**src/rtl/condlogic_mb_if.sv**
```systemverilog
// Decoder-to-condition-unit bundle: raw decoder enables and flag traffic in,
// gated enables, stall and debug flags out.
interface condlogic_mb_if #(
  parameter int NBANK = 4
) ();
  localparam int BW = (NBANK > 1) ? $clog2(NBANK) : 1;

  logic          Valid;
  logic [3:0]    Cond;
  logic [BW-1:0] FlagSel;
  logic [3:0]    ALUFlags;
  logic          FlagsW;
  logic [BW-1:0] FlagWSel;
  logic          RegW;
  logic          MemW;
  logic          PCS;
  logic          CondEx;
  logic          PCSrc;
  logic          RegWrite;
  logic          MemWrite;
  logic          Stall;
  logic [3:0]    FlagsOut;

  modport master (
    output Valid, Cond, FlagSel, ALUFlags, FlagsW, FlagWSel, RegW, MemW, PCS,
    input  CondEx, PCSrc, RegWrite, MemWrite, Stall, FlagsOut
  );

  modport slave (
    input  Valid, Cond, FlagSel, ALUFlags, FlagsW, FlagWSel, RegW, MemW, PCS,
    output CondEx, PCSrc, RegWrite, MemWrite, Stall, FlagsOut
  );
endinterface

```
**src/rtl/condlogic_mb.sv**
```systemverilog
// Multi-bank NZCV condition unit: evaluates condition codes, gates enables and
// commits flag writes through a WLAT-deep delay line with forwarding or stalling.
module condlogic_mb #(
  parameter int NBANK     = 4,
  parameter int WLAT      = 2,
  parameter int FWD       = 1,
  parameter int PREDICATE = 1
) (
  input  logic          clk,
  input  logic          rst_n,
  condlogic_mb_if.slave bus
);
  localparam int BW  = (NBANK > 1) ? $clog2(NBANK) : 1;
  localparam int NST = (WLAT > 0) ? WLAT : 1;

  logic [3:0]    bank [NBANK];
  logic          st_v [NST];
  logic [BW-1:0] st_b [NST];
  logic [3:0]    st_f [NST];

  logic       act;
  logic       always_code;
  logic       pending;
  logic       stall;
  logic       cond_ex;
  logic       gate;
  logic       issue;
  logic [3:0] fwd_flags;
  logic [3:0] committed;
  logic [3:0] eval_flags;

  function automatic logic cond_pass(input logic [3:0] code, input logic [3:0] f);
    logic n, z, c, v;
    {n, z, c, v} = f;
    case (code)
      4'b0000: cond_pass = z;
      4'b1000: cond_pass = ~z;
      4'b0001: cond_pass = v;
      4'b1001: cond_pass = ~v;
      4'b0010: cond_pass = ~z & (n == v);
      4'b1010: cond_pass = z | (n != v);
      4'b0011: cond_pass = (n == v);
      4'b1011: cond_pass = (n != v);
      4'b0100: cond_pass = ~(c | z);
      4'b1100: cond_pass = c | z;
      4'b0101: cond_pass = ~c;
      4'b1101: cond_pass = c;
      4'b0110: cond_pass = n;
      4'b1110: cond_pass = ~n;
      default: cond_pass = 1'b1;
    endcase
  endfunction

  // Stage 0 is the youngest entry, so scanning downwards leaves the youngest match.
  always_comb begin
    pending   = 1'b0;
    fwd_flags = 4'b0000;
    committed = 4'b0000;
    for (int i = NST - 1; i >= 0; i--) begin
      if (st_v[i] && (st_b[i] == bus.FlagSel)) begin
        pending   = 1'b1;
        fwd_flags = st_f[i];
      end
    end
    for (int b = 0; b < NBANK; b++) begin
      if (bus.FlagSel == BW'(b)) committed = bank[b];
    end
    act         = bus.Valid & rst_n;
    always_code = (bus.Cond[2:0] == 3'b111);
    eval_flags  = ((FWD != 0) && pending) ? fwd_flags : committed;
    stall       = act & (FWD == 0) & pending & ~always_code;
    cond_ex     = act & ~stall & cond_pass(bus.Cond, eval_flags);
    gate        = (PREDICATE != 0) ? cond_ex : (act & ~stall);
    issue       = act & ~stall & bus.FlagsW & ((PREDICATE != 0) ? cond_ex : 1'b1);
  end

  assign bus.CondEx   = cond_ex;
  assign bus.Stall    = stall;
  assign bus.PCSrc    = bus.PCS & cond_ex;
  assign bus.RegWrite = bus.RegW & gate;
  assign bus.MemWrite = bus.MemW & gate;
  assign bus.FlagsOut = committed;

  // The delay line shifts every cycle regardless of stall; reset drops in-flight writes.
  always_ff @(posedge clk) begin
    if (!rst_n) begin
      for (int b = 0; b < NBANK; b++) bank[b] <= 4'b0000;
      for (int i = 0; i < NST; i++) begin
        st_v[i] <= 1'b0;
        st_b[i] <= '0;
        st_f[i] <= 4'b0000;
      end
    end else if (WLAT == 0) begin
      for (int b = 0; b < NBANK; b++) begin
        if (issue && (bus.FlagWSel == BW'(b))) bank[b] <= bus.ALUFlags;
      end
    end else begin
      for (int b = 0; b < NBANK; b++) begin
        if (st_v[NST-1] && (st_b[NST-1] == BW'(b))) bank[b] <= st_f[NST-1];
      end
      st_v[0] <= issue;
      st_b[0] <= bus.FlagWSel;
      st_f[0] <= bus.ALUFlags;
      for (int i = 1; i < NST; i++) begin
        st_v[i] <= st_v[i-1];
        st_b[i] <= st_b[i-1];
        st_f[i] <= st_f[i-1];
      end
    end
  end
endmodule

```
**src/flat_wrapper.sv**
```systemverilog
// flat-port wrapper written by rule: the top's interface ports become plain ports
module condlogic_mb_flat 
#(
  parameter int NBANK     = 4,
  parameter int WLAT      = 2,
  parameter int FWD       = 1,
  parameter int PREDICATE = 1
)
  (clk, rst_n, bus_Valid, bus_Cond, bus_FlagSel, bus_ALUFlags, bus_FlagsW, bus_FlagWSel, bus_RegW, bus_MemW, bus_PCS, bus_CondEx, bus_PCSrc, bus_RegWrite, bus_MemWrite, bus_Stall, bus_FlagsOut);
  condlogic_mb_if #(.NBANK(NBANK)) bus_i ();
  input  logic clk;
  input  logic rst_n;
  input wire logic [$bits(bus_i.Valid)-1:0] bus_Valid;
  input wire logic [$bits(bus_i.Cond)-1:0] bus_Cond;
  input wire logic [$bits(bus_i.FlagSel)-1:0] bus_FlagSel;
  input wire logic [$bits(bus_i.ALUFlags)-1:0] bus_ALUFlags;
  input wire logic [$bits(bus_i.FlagsW)-1:0] bus_FlagsW;
  input wire logic [$bits(bus_i.FlagWSel)-1:0] bus_FlagWSel;
  input wire logic [$bits(bus_i.RegW)-1:0] bus_RegW;
  input wire logic [$bits(bus_i.MemW)-1:0] bus_MemW;
  input wire logic [$bits(bus_i.PCS)-1:0] bus_PCS;
  output wire logic [$bits(bus_i.CondEx)-1:0] bus_CondEx;
  output wire logic [$bits(bus_i.PCSrc)-1:0] bus_PCSrc;
  output wire logic [$bits(bus_i.RegWrite)-1:0] bus_RegWrite;
  output wire logic [$bits(bus_i.MemWrite)-1:0] bus_MemWrite;
  output wire logic [$bits(bus_i.Stall)-1:0] bus_Stall;
  output wire logic [$bits(bus_i.FlagsOut)-1:0] bus_FlagsOut;
  assign bus_i.Valid = bus_Valid;
  assign bus_i.Cond = bus_Cond;
  assign bus_i.FlagSel = bus_FlagSel;
  assign bus_i.ALUFlags = bus_ALUFlags;
  assign bus_i.FlagsW = bus_FlagsW;
  assign bus_i.FlagWSel = bus_FlagWSel;
  assign bus_i.RegW = bus_RegW;
  assign bus_i.MemW = bus_MemW;
  assign bus_i.PCS = bus_PCS;
  assign bus_CondEx = bus_i.CondEx;
  assign bus_PCSrc = bus_i.PCSrc;
  assign bus_RegWrite = bus_i.RegWrite;
  assign bus_MemWrite = bus_i.MemWrite;
  assign bus_Stall = bus_i.Stall;
  assign bus_FlagsOut = bus_i.FlagsOut;
  condlogic_mb #(.NBANK(NBANK), .WLAT(WLAT), .FWD(FWD), .PREDICATE(PREDICATE)) u_core (.clk(clk), .rst_n(rst_n), .bus(bus_i));
endmodule
```
**config.mk**
```make
export PLATFORM = sky130hd
export DESIGN_NAME = condlogic_mb_flat
export DESIGN_NICKNAME = d
export VERILOG_FILES = /design/src/rtl/condlogic_mb_if.sv /design/src/rtl/condlogic_mb.sv /design/src/flat_wrapper.sv
export SDC_FILE = /design/constraint.sdc
export NUM_CORES = 1
export LEC_CHECK = 0
export BUFFER_PORTS_ARGS = -buffer_cell sky130_fd_sc_hd__buf_2
export CORE_UTILIZATION = 55
export CTS_CLUSTER_DIAMETER = 60
export DETAILED_ROUTE_END_ITERATION = 7
export PLACE_DENSITY = 0.79
export SLEW_MARGIN = 20
export SYNTH_ARGS = -nofsm -noshare
export SYNTH_HDL_FRONTEND = slang
export SYNTH_SLANG_ARGS = --single-unit
```
**constraint.sdc**
```tcl
create_clock -name clk -period 2.5 [get_ports clk]
set_input_delay 0.125 -clock clk [delete_from_list [all_inputs] [get_ports clk]]
set_output_delay 0.125 -clock clk [all_outputs]
set_load 0.03 [all_outputs]
```
==> results of run 1 <==
metrics by stage:
step                TNS (ns)  setup WS (ns)  hold slack (ns)  power (mW)  area (um^2)
detailed placement         0        0.00910            0.336       0.715         1700
global placement           0          0.170            0.331       0.708         1700
floorplan                  0         0.0371            0.234       0.677         1580
global route           -1.66         -0.439            0.219        1.17         2080
CTS                   -0.914         -0.259            0.161        1.08         1890
finish                 -1.23         -0.334            0.202        1.12         2080
synth_stat cells (all sizes together):
library cell | instances | area share [%]
conb | 1 | 0.24
and2 | 29 | 11
edfxtp | 16 | 30
or3 | 1 | 0.71
buf | 4 | 2.4
or4 | 1 | 0.47
nand3 | 3 | 0.95
nor4 | 4 | 1.6
o31a | 1 | 0.55
o22ai | 1 | 0.40
o31ai | 5 | 3.3
dfxtp | 14 | 18
nor3b | 1 | 0.47
clkbuf | 2 | 0.47
xor2 | 5 | 2.8
xnor2 | 4 | 2.2
nand4 | 4 | 1.6
clkdlybuf4s25 | 1 | 0.63
a211oi | 1 | 0.47
a31oi | 8 | 4.9
nor3 | 3 | 0.95
mux4 | 4 | 5.7
o32ai | 1 | 0.55
or2 | 1 | 0.40
o21ai | 6 | 2.1
nor2 | 6 | 1.4
nand2b | 1 | 0.40
nand2 | 9 | 2.1
inv | 9 | 2.1
mux2i | 1 | 0.63
area by class of cell:
type / count / area (um^2) / area share (%)
clock buffer: 8 / 78.8 / 3.79
inverter: 9 / 33.8 / 1.62
multi-input combinational: 101 / 902 / 43.4
sequential: 30 / 763 / 36.7
tap: 31 / 38.8 / 1.87
timing repair buffer: 38 / 263 / 12.6
worst max-delay path, stage by stage (launching register included):
cell,delay [ns]
edfxtp_1,0.40
mux4_2,0.52
o31ai_4,0.10
a31oi_4,0.14
buf_6,0.15
buf_6,0.11
xor2_2,0.14
xnor2_1,0.16
o21ai_2,0.31
a31oi_2,0.18
buf_6,0.18
power by group:
| group | switching [mW] | internal, mW | total [mW] |
|---|---|---|---|
| sequential | 0.0149 | 0.537 | 0.552 |
| combinational | 0.125 | 0.0953 | 0.221 |
| clock | 0.158 | 0.192 | 0.350 |
flip-flops by register name, indices dropped and copies added, names as in the netlist:
signal,count
u_core.st_f,8
u_core.bank,16
u_core.st_v,2
u_core.st_b,4
kinds of logic after synthesis:
kind of cell	share of synthesized area, %
XOR/XNOR	4.98
AO/OA/AOI/OAI	12.3
buffers and inverters	5.61
other	0.237
flip-flops	48.0
AND/OR/NAND/NOR	22.5
multiplexers	6.32
repair_timing:
action / CTS / global route
setup endpoints to repair: 4 / 5
gates resized for setup: 4 / 31
buffers inserted: 4 / 1
hold buffers: 7 / 0
endpoints found under the hold margin: 7 / 0
pin swaps: 4 / 11
per-layer routing:
metal / up-vias / track usage, % / wire length, um
li1: 596 / - / -
met1: 578 / 30.3 / 1520
met2: 47 / 39.1 / 1890
met3: 10 / 5.81 / 180
met4: 0 / 10.7 / 102
met5: - / 0 / 0
worst max path at each step:
| stage | startpoint | to | slack (ns) | cells past startpoint |
|---|---|---|---|---|
| global route | u_core.st_b[0][2]$_SDFF_PN0_ | bus_MemWrite | -0.44 | 10 |
| global placement | bus_FlagSel[0] | bus_PCSrc | 0.17 | 9 |
| CTS | u_core.bank[0][0]$_SDFFCE_PN0P_ | bus_PCSrc | -0.26 | 8 |
| floorplan | u_core.bank[3][1]$_SDFFCE_PN0P_ | bus_MemWrite | 0.04 | 7 |
| detailed placement | bus_FlagSel[0] | bus_PCSrc | 0.009 | 9 |
| finish | u_core.bank[2][0]$_SDFFCE_PN0P_ | bus_PCSrc | -0.33 | 10 |
==> flow_summary_export.csv, run 1 <==
group,metric,value,unit
run_status,status,"complete, but fails checks",
run_status,violations,"setup timing",
final_layout,fin_cells,217,
final_layout,fillers,168,
final_layout,diodes,0,
worst_setup_path,arrival,2.71,ns
timing,setup_viol_count_final,4,
worst_setup_path,required,2.38,ns
timing,period_needed,2.83,ns
clock_network,cts_sinks,30,
route,drc,0,
worst_setup_path,worst_setup_path_end_kind,"output pin",
grt,antenna_found_initial,0,
yosys,syn_nets,166,
final_layout,final_layout_size_suffix_gt1_share,36.6,%
route,wl_per_cell,17.0,um
yosys,synth_area_per_cell,10.8,um^2
yosys,synth-warning-count,0,
floorplanning,die_y,55.7,um
worst_setup_path,r2r_cells,8,
placement,place_hpwl,2340,um
route,vias,1231,
worst_setup_path,start_kind,"register",
grt,grt_pass1_wl,5580,um
final_layout,mostFrequentLayoutCells,"and2_1, buf_2, edfxtp_1",
final_layout,post-route-util,76.1,%
final_layout,layout.nets,204,
power,ir_drop,0.516,mV
clock_network,clock_latency,0.33,ns
timing,report.final.slew_viol_count,0,
timing,finalCritPeriodShare,113,%
final_layout,area_delta_synth_final,31.3,%
clock_network,htreeDepth,2,
clock_network,cts_tree,"done",
yosys,syn_inst,147,
run,drv_cap,0,
yosys,synth_area,1580,um^2
yosys,ys_ff_latch,30,
worst_setup_path,cp_max_fo,5,
worst_setup_path,worstSetupPathType,"register to output pin",
floorplanning,start_util,57.9,%
placement,gp_congestion,0.851,
worst_setup_path,reg2reg_to,"u_core.st_v[0][0]$_SDFF_PN0_",
route,dr.pass1.iters,4,
grt,overflow,0,
power,powerDensity,540,nW/um^2
grt,grt_pass1_vias,1197,
route,dr.first_iter.drc_count,58,
timing,final_hold_viol_count,0,
clock_network,cts-root-buf,"clkbuf_4",
route,via_per_inst,5.67,
floorplanning,rows,19,
worst_setup_path,rrSetupSlack,0.14,ns
min_path,min-delay-start,"rst_n",
floorplanning,coreArea,2730,um^2
floorplanning,io_pins,28,
timing,relSlewSlack,58.2,%
final_layout,layout_commonest_cell,"and2_1",
timing,clock.fmax,353,MHz
timing,fin_skew,0.00520,ns
route,routed_wl,3700,um
floorplanning,die_x,55.7,um
min_path,whs_endpoint,"u_core.st_v[0][1]$_SDFF_PN0_",
route,postRouteAntennaNets,0,
yosys,seq_area_frac_synth,48.0,%
worst_setup_path,timing.rr.start,"u_core.bank[2][0]$_SDFFCE_PN0P_",
clock_network,cts_buffers,5,
min_path,hp-class,"input pin to register",
placement,dpl.cell_count,197,
clock_network,path_clk_slew,0.09,ns
grt,grt_use_total,24.0,%
placement,port_buffers,26,
timing,worstMarginPinSlew,0.620,ns
min_path,hold_depth,2,
timing,fin_ws,-0.334,ns
floorplanning,die-area,3100,um^2
grt,grt_max_degree,22,
power,p_leak,0.779,nW
timing,rsz0062_at_grt,"true",
yosys,synth.distinct_cells,35,
clock_network,clk_path_buf_depth,2,
Note: power is estimated with default switching activity, not from simulation.
==> run 2, diff against run 1 <==
==> constraint.sdc (replaced) <==
create_clock -name clk -period 2.5 [get_ports clk]
set_input_delay 0.5 -clock clk [delete_from_list [all_inputs] [get_ports clk]]
set_output_delay 0.5 -clock clk [all_outputs]
set_load 0.03 [all_outputs]
==> run 2 against run 1 <==
Against the previous run: the flow still finishes with violations (setup timing); utilization up 2.7 points; register-to-register slack better by 0.06 ns; critical endpoint is now bus_MemWrite; setup slack worse by 0.34 ns.
==> flow_summary_export.csv, run 2 (synthesis gave the netlist of run 1 again) <==
group,metric,value,unit
final_layout,top_regs,"u_core.bank: 16 flops, u_core.st_f: 8 flops, u_core.st_b: 4 flops",
worst_setup_path,start_kind,"register",
worst_setup_path,critPathSlowestCell,"mux4_2",
min_path,hold_depth,2,
clock_network,cts_buffers,5,
final_layout,layout_commonest_cell,"and2_1",
floorplanning,coreArea,2730,um^2
clock_network,clock_latency,0.33,ns
floorplanning,die_x,55.7,um
route,wl_per_cell,17.3,um
placement,port_buffers,26,
worst_setup_path,timing.critical_path.buf_inv,2,
final_layout,final_layout_size_suffix_gt1_share,40.5,%
worst_setup_path,r2r_cells,8,
placement,gp_congestion,0.918,
grt,grt_max_degree,21,
timing,worstMarginPinSlew,0.680,ns
grt,grt_use_total,27.1,%
timing,final_hold_viol_count,0,
placement,place_hpwl,2510,um
final_layout,layout.nets,208,
worst_setup_path,required,2.00,ns
timing,fin_skew,0.0171,ns
power,p_total,1.05,mW
worst_setup_path,arrival,2.67,ns
timing,period_needed,3.17,ns
worst_setup_path,worst_setup_path_end_kind,"output pin",
route,vias,1262,
timing,report.final.slew_viol_count,0,
final_layout,area_delta_synth_final,35.9,%
worst_setup_path,cp.depth,8,
clock_network,holdBufCountCts,0,
route,postRouteAntennaNets,0,
final_layout,mostFrequentLayoutCells,"and2_1, buf_2, edfxtp_1",
run,drv_cap,0,
timing,tns,-2.63,ns
grt,grt_pass1_wl,6220,um
floorplanning,start_util,57.9,%
worst_setup_path,worstSetupPathType,"register to output pin",
worst_setup_path,critical-path-top-delay-family,"compound AO/OA/AOI/OAI gates",
grt,antenna_found_initial,0,
worst_setup_path,critPathMaxStageDelay,0.54,ns
floorplanning,io_pins,28,
route,dr.pass1.iters,4,
placement,dpl.cell_count,210,
final_layout,regMostFlops,"u_core.bank",
floorplanning,die-area,3100,um^2
run_status,status,"complete, but fails checks",
final_layout,fin_cells,221,
power,powerDensity,488,nW/um^2
route,routed_wl,3820,um
run_status,violations,"setup timing",
clock_network,htreeDepth,2,
route,drc,0,
timing,rsz0062_at_grt,"true",
clock_network,cts_sinks,30,
final_layout,largest_reg_flops,16,
power,ir_drop,0.631,mV
timing,relSlewSlack,54.2,%
clock_network,path_clk_slew,0.10,ns
clock_network,clk_path_buf_depth,2,
route,dr.first_iter.drc_count,53,
worst_setup_path,crit_chain,"mux4_2, o31ai_4, a31oi_4, o32ai_1, o31ai_4, buf_12, a31oi_4, buf_6",
timing,fin_ws,-0.673,ns
worst_setup_path,cp_max_fo,5,
power,p_leak,0.818,nW
timing,finalCritPeriodShare,127,%
grt,overflow,0,
grt,grt_pass1_vias,1281,
clock_network,cts-root-buf,"clkbuf_4",
clock_network,cts_tree,"done",
route,via_per_inst,5.71,
timing,setup_viol_count_final,4,
timing,clock.fmax,315,MHz
floorplanning,die_y,55.7,um
final_layout,diodes,0,
min_path,hp-class,"input pin to register",
floorplanning,rows,19,
-- run 2: changes by cell type in the layout (fill, tap and decap cells not counted), moves of 3 or more --
cell,change
clkbuf_8,-3
buf_4,+8
dlygate4sd3_1,-7
buf_12,+3
-- run 2: what timing repair did --
item | 4_1_cts | 5_1_grt
gates resized for setup | 30 | 0
endpoints found under the setup margin | 4 | 4
buffers inserted | 3 | 1
pin swaps | 9 | 1
-- run 2: area by class of cell --
class,instances,area (um^2)
clock buffers,6,41.3
clock inverters,2,8.76
fillers,157,581
inverters,9,33.8
multi-input cells,101,941
flip-flops and latches,30,764
well taps,31,38.8
repair buffers,42,325
-- run 2: worst register-to-register path: stages, from the launching register on --
cell	delay (ns)
edfxtp_1	0.43
mux4_2	0.54
o31ai_4	0.10
a31oi_4	0.16
or2_0	0.24
a31oi_2	0.20
mux2i_4	0.29
buf_12	0.15
a31oi_1	0.07
-- run 2: layer usage --
metal / share of wire, % / routed length, um / GRT usage (%) / vias up
met5: 0 / 0 / 0 / -
li1: - / - / - / 602
met1: 39 / 1510 / 32.4 / 586
met3: 6.8 / 260 / 6.51 / 13
met2: 51 / 1940 / 46.5 / 61
met4: 3.0 / 115 / 12.1 / 0
-- run 2: where the power goes --
group	internal, mW	switching [mW]
Clock	0.105	0.156
Combinational	0.106	0.130
Sequential	0.537	0.0154
-- run 2: stage by stage --
| stage | area (um^2) | hold slack [ns] | util [%] | setup WS (ns) |
|---|---|---|---|---|
| final | 2150 | 0.384 | 78.8 | -0.673 |
| after global routing | 2150 | 0.373 | 78.8 | -0.752 |
| after CTS | 2150 | 0.377 | 78.5 | -0.580 |
| after detailed placement | 1910 | 0.452 | 69.7 | -0.753 |
| after global placement | 1910 | 0.450 | 69.7 | -0.694 |
| after floorplan | 1680 | 0.430 | - | -0.558 |
-- run 2: worst paths after layout --
check	from	endpoint	slack, ns
worst max-delay path	u_core.bank[0][0]$_SDFFCE_PN0P_	bus_MemWrite	-0.67
worst min-delay path	bus_FlagWSel[0]	u_core.st_b[0][0]$_SDFF_PN0_	0.38
worst max register to register	u_core.bank[0][0]$_SDFFCE_PN0P_	u_core.st_v[0][0]$_SDFF_PN0_	0.20
worst min register to register	u_core.st_f[0][1]$_SDFF_PN0_	u_core.st_f[0][5]$_SDFF_PN0_	0.48
